`src/rtl/divisor_frecuencia_programable_if.sv`:
```
// Select/enable inputs and wave/status outputs of the programmable frequency divider.
interface divisor_frecuencia_programable_if #(
  parameter int N = 3
);
  logic         en;
  logic [N-1:0] sel;
  logic         clk_out;
  logic         tick;
  logic [N-1:0] sel_act;
  logic         busy;

  modport master (output en, sel, input clk_out, tick, sel_act, busy);
  modport slave  (input en, sel, output clk_out, tick, sel_act, busy);
endinterface

```
`src/rtl/divisor_frecuencia_programable.sv`:
```
// Programmable square-wave divider: half-period = HALF_BASE >> sel_act, select applied only at
// half-period boundaries, with an enable that drains to a clean low level before stopping.
module divisor_frecuencia_programable #(
  parameter int N         = 3,
  parameter int HALF_BASE = 25_000_000,
  parameter int CW        = 25
) (
  input  logic clk,
  input  logic reset,
  divisor_frecuencia_programable_if.slave bus
);
  typedef enum logic [1:0] {ST_STOP, ST_RUN, ST_DRAIN} state_t;

  localparam logic [CW-1:0] HB = CW'(HALF_BASE);

  state_t        r_state, w_state_nx;
  logic [CW-1:0] r_cnt, w_cnt_nx, w_hp;
  logic          r_clk_out, w_clk_out_nx;
  logic          r_tick, w_tick_nx;
  logic [N-1:0]  r_sel_act, w_sel_act_nx;
  logic          w_bnd;

  assign w_hp  = HB >> r_sel_act;
  assign w_bnd = (r_cnt == w_hp - CW'(1));

  always_comb begin
    w_state_nx   = r_state;
    w_cnt_nx     = r_cnt;
    w_clk_out_nx = r_clk_out;
    w_sel_act_nx = r_sel_act;
    w_tick_nx    = 1'b0;
    case (r_state)
      ST_STOP: begin
        w_cnt_nx     = '0;
        w_clk_out_nx = 1'b0;
        if (bus.en) begin
          w_state_nx   = ST_RUN;
          w_clk_out_nx = 1'b1;
          w_tick_nx    = 1'b1;
          w_sel_act_nx = bus.sel;
        end
      end
      ST_RUN: begin
        if (w_bnd) begin
          w_cnt_nx     = '0;
          w_clk_out_nx = ~r_clk_out;
          w_tick_nx    = ~r_clk_out;
          w_sel_act_nx = bus.sel;
        end else begin
          w_cnt_nx = r_cnt + CW'(1);
        end
        // a boundary coinciding with en=0 still toggles; the drain starts afterwards
        if (!bus.en) w_state_nx = ST_DRAIN;
      end
      ST_DRAIN: begin
        if (w_bnd) begin
          w_cnt_nx     = '0;
          w_clk_out_nx = 1'b0;
          w_state_nx   = ST_STOP;
        end else begin
          w_cnt_nx = r_cnt + CW'(1);
          if (bus.en) w_state_nx = ST_RUN;
        end
      end
      default: begin
        w_state_nx   = ST_STOP;
        w_cnt_nx     = '0;
        w_clk_out_nx = 1'b0;
      end
    endcase
  end

  always_ff @(posedge clk or posedge reset) begin
    if (reset) begin
      r_state   <= ST_STOP;
      r_cnt     <= '0;
      r_clk_out <= 1'b0;
      r_tick    <= 1'b0;
      r_sel_act <= '0;
    end else begin
      r_state   <= w_state_nx;
      r_cnt     <= w_cnt_nx;
      r_clk_out <= w_clk_out_nx;
      r_tick    <= w_tick_nx;
      r_sel_act <= w_sel_act_nx;
    end
  end

  assign bus.clk_out = r_clk_out;
  assign bus.tick    = r_tick;
  assign bus.sel_act = r_sel_act;
  assign bus.busy    = (r_state != ST_STOP);
endmodule

```
`src/flat_wrapper.sv`:
```
// flat-port wrapper written by rule: the top's interface ports become plain ports
module divisor_frecuencia_programable_flat 
#(
  parameter int N         = 3,
  parameter int HALF_BASE = 25_000_000,
  parameter int CW        = 25
)
  (clk, reset, bus_en, bus_sel, bus_clk_out, bus_tick, bus_sel_act, bus_busy);
  divisor_frecuencia_programable_if #(.N(N)) bus_i ();
  input  logic clk;
  input  logic reset;
  input wire logic [$bits(bus_i.en)-1:0] bus_en;
  input wire logic [$bits(bus_i.sel)-1:0] bus_sel;
  output wire logic [$bits(bus_i.clk_out)-1:0] bus_clk_out;
  output wire logic [$bits(bus_i.tick)-1:0] bus_tick;
  output wire logic [$bits(bus_i.sel_act)-1:0] bus_sel_act;
  output wire logic [$bits(bus_i.busy)-1:0] bus_busy;
  assign bus_i.en = bus_en;
  assign bus_i.sel = bus_sel;
  assign bus_clk_out = bus_i.clk_out;
  assign bus_tick = bus_i.tick;
  assign bus_sel_act = bus_i.sel_act;
  assign bus_busy = bus_i.busy;
  divisor_frecuencia_programable #(.N(N), .HALF_BASE(HALF_BASE), .CW(CW)) u_core (.clk(clk), .reset(reset), .bus(bus_i));
endmodule
```
`config.mk`:
```
export PLATFORM = sky130hd
export DESIGN_NAME = divisor_frecuencia_programable_flat
export DESIGN_NICKNAME = d
export VERILOG_FILES = /design/src/rtl/divisor_frecuencia_programable_if.sv /design/src/rtl/divisor_frecuencia_programable.sv /design/src/flat_wrapper.sv
export SDC_FILE = /design/constraint.sdc
export NUM_CORES = 1
export LEC_CHECK = 0
export ABC_CLOCK_PERIOD_IN_PS = 3850
export CAP_MARGIN = 40
export CORE_AREA = 2 2 75 106
export CTS_BUF_LIST = sky130_fd_sc_hd__clkbuf_8
export DETAILED_ROUTE_END_ITERATION = 8
export DIE_AREA = 0 0 77 108
export PLACE_DENSITY = 0.48
export SLEW_MARGIN = 40
export SYNTH_ARGS = -nofsm -noshare
export SYNTH_HDL_FRONTEND = slang
export SYNTH_SLANG_ARGS = --single-unit
```
`constraint.sdc`:
```
create_clock -name clk -period 3.85 [get_ports clk]
set_clock_uncertainty 0.2 [all_clocks]
set_input_delay 1.155 -clock clk [delete_from_list [all_inputs] [get_ports clk]]
set_output_delay 1.155 -clock clk [all_outputs]
set_load 0.02 [all_outputs]
```
# Word-level counts from Yosys, hierarchy flattened
# Index checks and enable logic that the tools add are counted.
# W data, S select, Z words.
# totals
output_inout_bits	6
word_cells	37
register_bits	32
inputBits	6
# op_classes
shifts	1
mux	15
eq_ne	7
reduce_logical	6
bitwise	1
n_addsub	2
# ops
cell	count
$mux W25	2
$add A25 B1 Y25 const B	1
$eq A25 B25 Y1	1
$shr A25 B3 Y25 const A	1
$sub A25 B1 Y25 const B	1
$mux W2	3
$mux W3	2
$pmux W2 S3	1
$pmux W3 S2	1
$mux W1	4
$ne A2 B1 Y1 const B	2
$ne A2 B2 Y1 const B	2
$reduce_bool A2 Y1	2
$pmux W1 S3	1
$reduce_and A3 Y1	1
$eq A2 B1 Y1 const B	1
$eq A2 B2 Y1 const B	1
$logic_not A2 Y1	1
$pmux W1 S2	1
$reduce_and A2 Y1	1
$reduce_or A2 Y1	1
$not A1 Y1	1

# Longest topological paths before layout
# depth
depth_word	5
depth_mapped	14
mapped_depth_nobuf	10

# Worst setup path before layout
# No wires, ideal clock.
# synth_timing
kind	reg2reg
from	register u_core.r_sel_act[0], in the netlist u_core.bus.sel_act[0]
to	register u_core.r_state[0]
arrival_ns	2.889
required_time_ns	3.528
synth_period_minus_slack_ns	3.210
stages_incl_launch_ff	14
setup_slack_ns	0.640
setup_ns	0.122
n_path_buf	5
cell_sequence	dfrtp_1 -> buf_6 -> buf_2 -> buf_4 -> nand2_1 -> ha_1 -> clkbuf_1 -> mux2_2 -> a221o_1 -> a211oi_2 -> and4_1 -> buf_4 -> o21ai_2 -> a32o_1
# synth_via
elab_chain_len	5
# synth_rtl
element	line_no	source
from (decl)	divisor_frecuencia_programable.sv:20	logic [N-1:0] r_sel_act, w_sel_act_nx;
from (signal assigned)	divisor_frecuencia_programable.sv:85	r_sel_act <= w_sel_act_nx;
$shr A25 B3 Y25	divisor_frecuencia_programable.sv:23	assign w_hp = HB >> r_sel_act;
$sub A25 B1 Y25	divisor_frecuencia_programable.sv:24	assign w_bnd = (r_cnt == w_hp - CW'(1));
$eq A25 B25 Y1	divisor_frecuencia_programable.sv:24	
$mux W2	divisor_frecuencia_programable.sv:56	if (w_bnd) begin
$pmux W2 S3	divisor_frecuencia_programable.sv:32	case (r_state)
to (signal assigned)	divisor_frecuencia_programable.sv:81	r_state <= w_state_nx;
to (decl)	divisor_frecuencia_programable.sv:16	state_t r_state, w_state_nx;
# No other way between the ends.
# A chain may end at the register's enable or synchronous reset.

# Worst setup path in the final report
# layout_timing
from	register u_core.r_sel_act[0], in the netlist u_core.bus.sel_act[0]
to	register u_core.r_cnt[11]
# layout_via
elab_chain_len	5
# layout_rtl
element	line_no	source
$shr A25 B3 Y25	divisor_frecuencia_programable.sv:23	
$sub A25 B1 Y25	divisor_frecuencia_programable.sv:24	
$eq A25 B25 Y1	divisor_frecuencia_programable.sv:24	
$mux W25	divisor_frecuencia_programable.sv:44, divisor_frecuencia_programable.sv:56	
$mux W25	n/a	
net u_core.w_cnt_nx[11]	divisor_frecuencia_programable.sv:17	logic [CW-1:0] r_cnt, w_cnt_nx, w_hp;
to (signal assigned)	divisor_frecuencia_programable.sv:82	r_cnt <= w_cnt_nx;
to (decl)	divisor_frecuencia_programable.sv:17	
# The timed path passes the listed nets, and every way through them passes these cells.

==> impl_metrics.toml <==
[routing]
postRouteAntennaNets = 0
route.detailed.drc = 0
vias = 2218
wl_um = 7010
routed_via_density = 5.62
drtIter0Drc = 123
first_pass_iters = 4
wl_per_cell_um = 17.8

[setup_path]
path_class = "register to register"
path_cells = "nor2b_1 -> nand2_1 -> ha_1 -> mux2_2 -> a221o_1 -> a211oi_2 -> nand4_1 -> nand2_2 -> nor2_1"
worst_setup_path_end_kind = "register"
cp_max_fo = 24
critPathLaunchType = "register"
worstPathRequired_ns = 3.81
critPathMaxStageDelay_ns = 0.59
worstPathArrival_ns = 3.27
crit_slowest_cell = "dfrtp_1"

[final_layout]
final_common_cell = "nor2_1"
final_cells = 395
antenna_cells = 0
syn2layout_area_growth_pct = 10.2
layout.nets = 309
post-route-util_pct = 37.8
final_cell_mix = "nor2_1 (37), dfrtp_1 (32), nand2_1 (18)"
layout-drive-gt1-share_pct = 7.05

[power_and_ir_drop]
clkPwrFrac_pct = 20.6
switching_share_pct = 44.4
power_density_mw_per_mm2 = 645
internal-power_w = 0.000992
combPwrFrac_pct = 53.1
switchingPower_w = 0.000793
pwr-share-seq_pct = 26.4
p_total_w = 0.00179
ir_drop_mv = 0.240
leakagePower_nw = 1.10

[global_routing]
antenna_found_initial = 0
grt_pass1_vias = 2236
grt_max_degree = 33
grt_util_met1_pct = 19.7
grt_usage_pct = 17.7
overflow = 0
grt_pass1_wl_um = 11500
grtUsageMet2_pct = 32.7
use_met3_pct = 2.75
grt.busiest_layer = "met2"

[clock_network]
cts_made_buffers = 5
cts_resized = 0
cts_buffer_depth = 2
postCtsHoldBufs = 0
cts_tree = "done"
htreeDepth = 2
ctsRootBufferMaster = "clkbuf_8"
clock_latency_ns = 0.29
post_cts_buffers = 0
cts_sinks = 32
clkTransAtPathRegs_ns = 0.08

[logic_synthesis]
synthArstFlopShare_pct = 100
syn_avg_cell_area_um2 = 8.48
ys_warn_count = 0
synth.distinct_cells = 60
synth_nets = 308
syn_area_mm2 = 0.00251
ys_seq_elements = 32
synth_edf_count = 0
synth-main-ff-cell = "dfrtp_1"
synth_cells = 296
ys_seq_area_share_pct = 31.9

[placement]
globalplace.congestion = 0.873
placed_cells = 387
port_buffers = 11
dp.final_hpwl_um = 5160

[timing]
rsz0062_at_grt = "no"
layout_min_cycle_time_ns = 3.32
setup_tns_ns = 0
hold_violations = 0
tightest_slew_ns = 0.482
finalSetupViolations = 0
fin_crit_sh_pct = 86.1
slew_violations = 0
fmax_mhz = 302
slew_headroom_pct = 67.8

[status]
status = "finished, final reports clean"

[floorplanning]
io-pin-count = 12
fp.dieW_um = 77
rows = 37
dieArea_mm2 = 0.00832
die_h_um = 108
core_area_mm2 = 0.00731
initial_utilization_pct = 34.3

[min_path]
hold_path.class = "register to register"

[job]
maxCapViolations = 0
==> power by group through the flow <==
| stage | logic, W | clock network [W] | registers (W) |
|---|---|---|---|
| 6_report | 0.000948 | 0.000367 | 0.000470 |
| 5_1_grt | 0.00104 | 0.000385 | 0.000481 |
| 4_1_cts | 0.000954 | 0.000375 | 0.000470 |
| 3_5_place_dp | 0.000950 | 0 | 0.000477 |
| 3_3_place_gp | 0.000954 | 0 | 0.000475 |
| 2_1_floorplan | 0.000775 | 0 | 0.000449 |
==> per-stage QoR <==
| stage | hold slack [ns] | setup WS (ns) | area, um2 |
|---|---|---|---|
| 4_1_cts | 0.390 | 0.527 | 2770 |
| 5_1_grt | 0.412 | 0.276 | 2770 |
| 6_report | 0.384 | 0.534 | 2770 |
| 2_1_floorplan | 0.315 | 0.640 | 2510 |
| 3_3_place_gp | 0.365 | 0.637 | 2640 |
| 3_5_place_dp | 0.373 | 0.544 | 2640 |
==> metal layers <==
| metal | vias up | wire [um] |
|---|---|---|
| met4 | 0 | 278 |
| met1 | 1092 | 3000 |
| met3 | 19 | 194 |
| li1 | 1060 | - |
| met5 | - | 0 |
| met2 | 47 | 3550 |
==> cell usage after synthesis, drive strengths merged (2+ instances only) <==
| master | number | share of area [%] |
|---|---|---|
| buf | 12 | 3.9 |
| inv | 12 | 1.8 |
| nand2b | 7 | 1.7 |
| ha | 6 | 3.0 |
| a21oi | 5 | 1.0 |
| a22oi | 2 | 0.60 |
| xor2 | 17 | 5.9 |
| a21o | 5 | 1.5 |
| and4 | 3 | 1.0 |
| nand2 | 19 | 2.9 |
| nor3b | 5 | 1.5 |
| a211oi | 3 | 1.5 |
| a31oi | 3 | 0.75 |
| nor2 | 37 | 5.5 |
| nand3 | 15 | 3.0 |
| a31o | 5 | 1.7 |
| a311oi | 2 | 0.70 |
| a32oi | 2 | 0.70 |
| o21bai | 2 | 0.60 |
| o221ai | 3 | 1.0 |
| o22ai | 2 | 0.50 |
| and3 | 9 | 2.2 |
| o21ai | 12 | 2.5 |
| nor4 | 4 | 1.0 |
| a22o | 3 | 1.0 |
| nand3b | 3 | 0.90 |
| clkbuf | 9 | 1.3 |
| mux2i | 3 | 1.2 |
| nor2b | 8 | 2.0 |
| nor3 | 2 | 0.40 |
| dfrtp | 32 | 32 |
| nand4 | 7 | 1.7 |
| xnor2 | 13 | 4.5 |
| o211ai | 3 | 0.90 |
==> registers in the layout (all words and copies together), names as in the netlist <==
register,flops
u_core.bus.clk_out,1
u_core.r_cnt,25
u_core.bus.sel_act,3
u_core.bus.tick,1
u_core.r_state,2
==> path summary, 6_finish.rpt <==
check / end / slack, ns / cells after the start / start
setup / recovery: u_core.r_cnt[11] / 0.53 / 9 / u_core.bus.sel_act[0]
hold / removal: u_core.r_state[0] / 0.38 / 1 / u_core.r_state[0]
setup reg to reg: u_core.r_cnt[11] / 0.53 / 9 / u_core.bus.sel_act[0]
hold reg to reg: u_core.r_state[0] / 0.38 / 1 / u_core.r_state[0]
max in group asynchronous: u_core.r_cnt[15] / 2.07 / 3 / reset
min in group asynchronous: u_core.bus.sel_act[0] / 1.07 / 3 / reset
==> layout make-up <==
cell class,count,area [um2]
Multi-Input combinational cell,231,1530
Timing Repair Buffer,15,140
Sequential cell,32,801
Clock buffer,7,96.3
Inverter,12,45.0
Tap cell,97,121
Fill cell,813,4550
Clock inverter,1,30.0
==> critical path, delay by kind of cell, from the launching register on <==
kind / cells / cell delay [ns]
DFF: 1 / 0.59
AOI/OAI and AO/OA: 2 / 0.68
and+or+nand+nor: 5 / 1.00
adders and majority gates: 1 / 0.32
muxes: 1 / 0.38
==> logic make-up (layout without fill, tap and decap cells) <==
family | Yosys count | in the layout | synth area share (%)
flip-flops | 32 | 32 | 31.9
AND/OR/NAND/NOR | 127 | 127 | 26.6
adder cells (fa/ha/maj) | 7 | 7 | 3.39
XOR/XNOR | 30 | 30 | 10.5
multiplexers | 4 | 4 | 1.64
AO/OA/AOI/OAI | 63 | 63 | 19.0
buffers and inverters | 33 | 35 | 7.03
No activity file was read; power rests on OpenSTA's default activity.
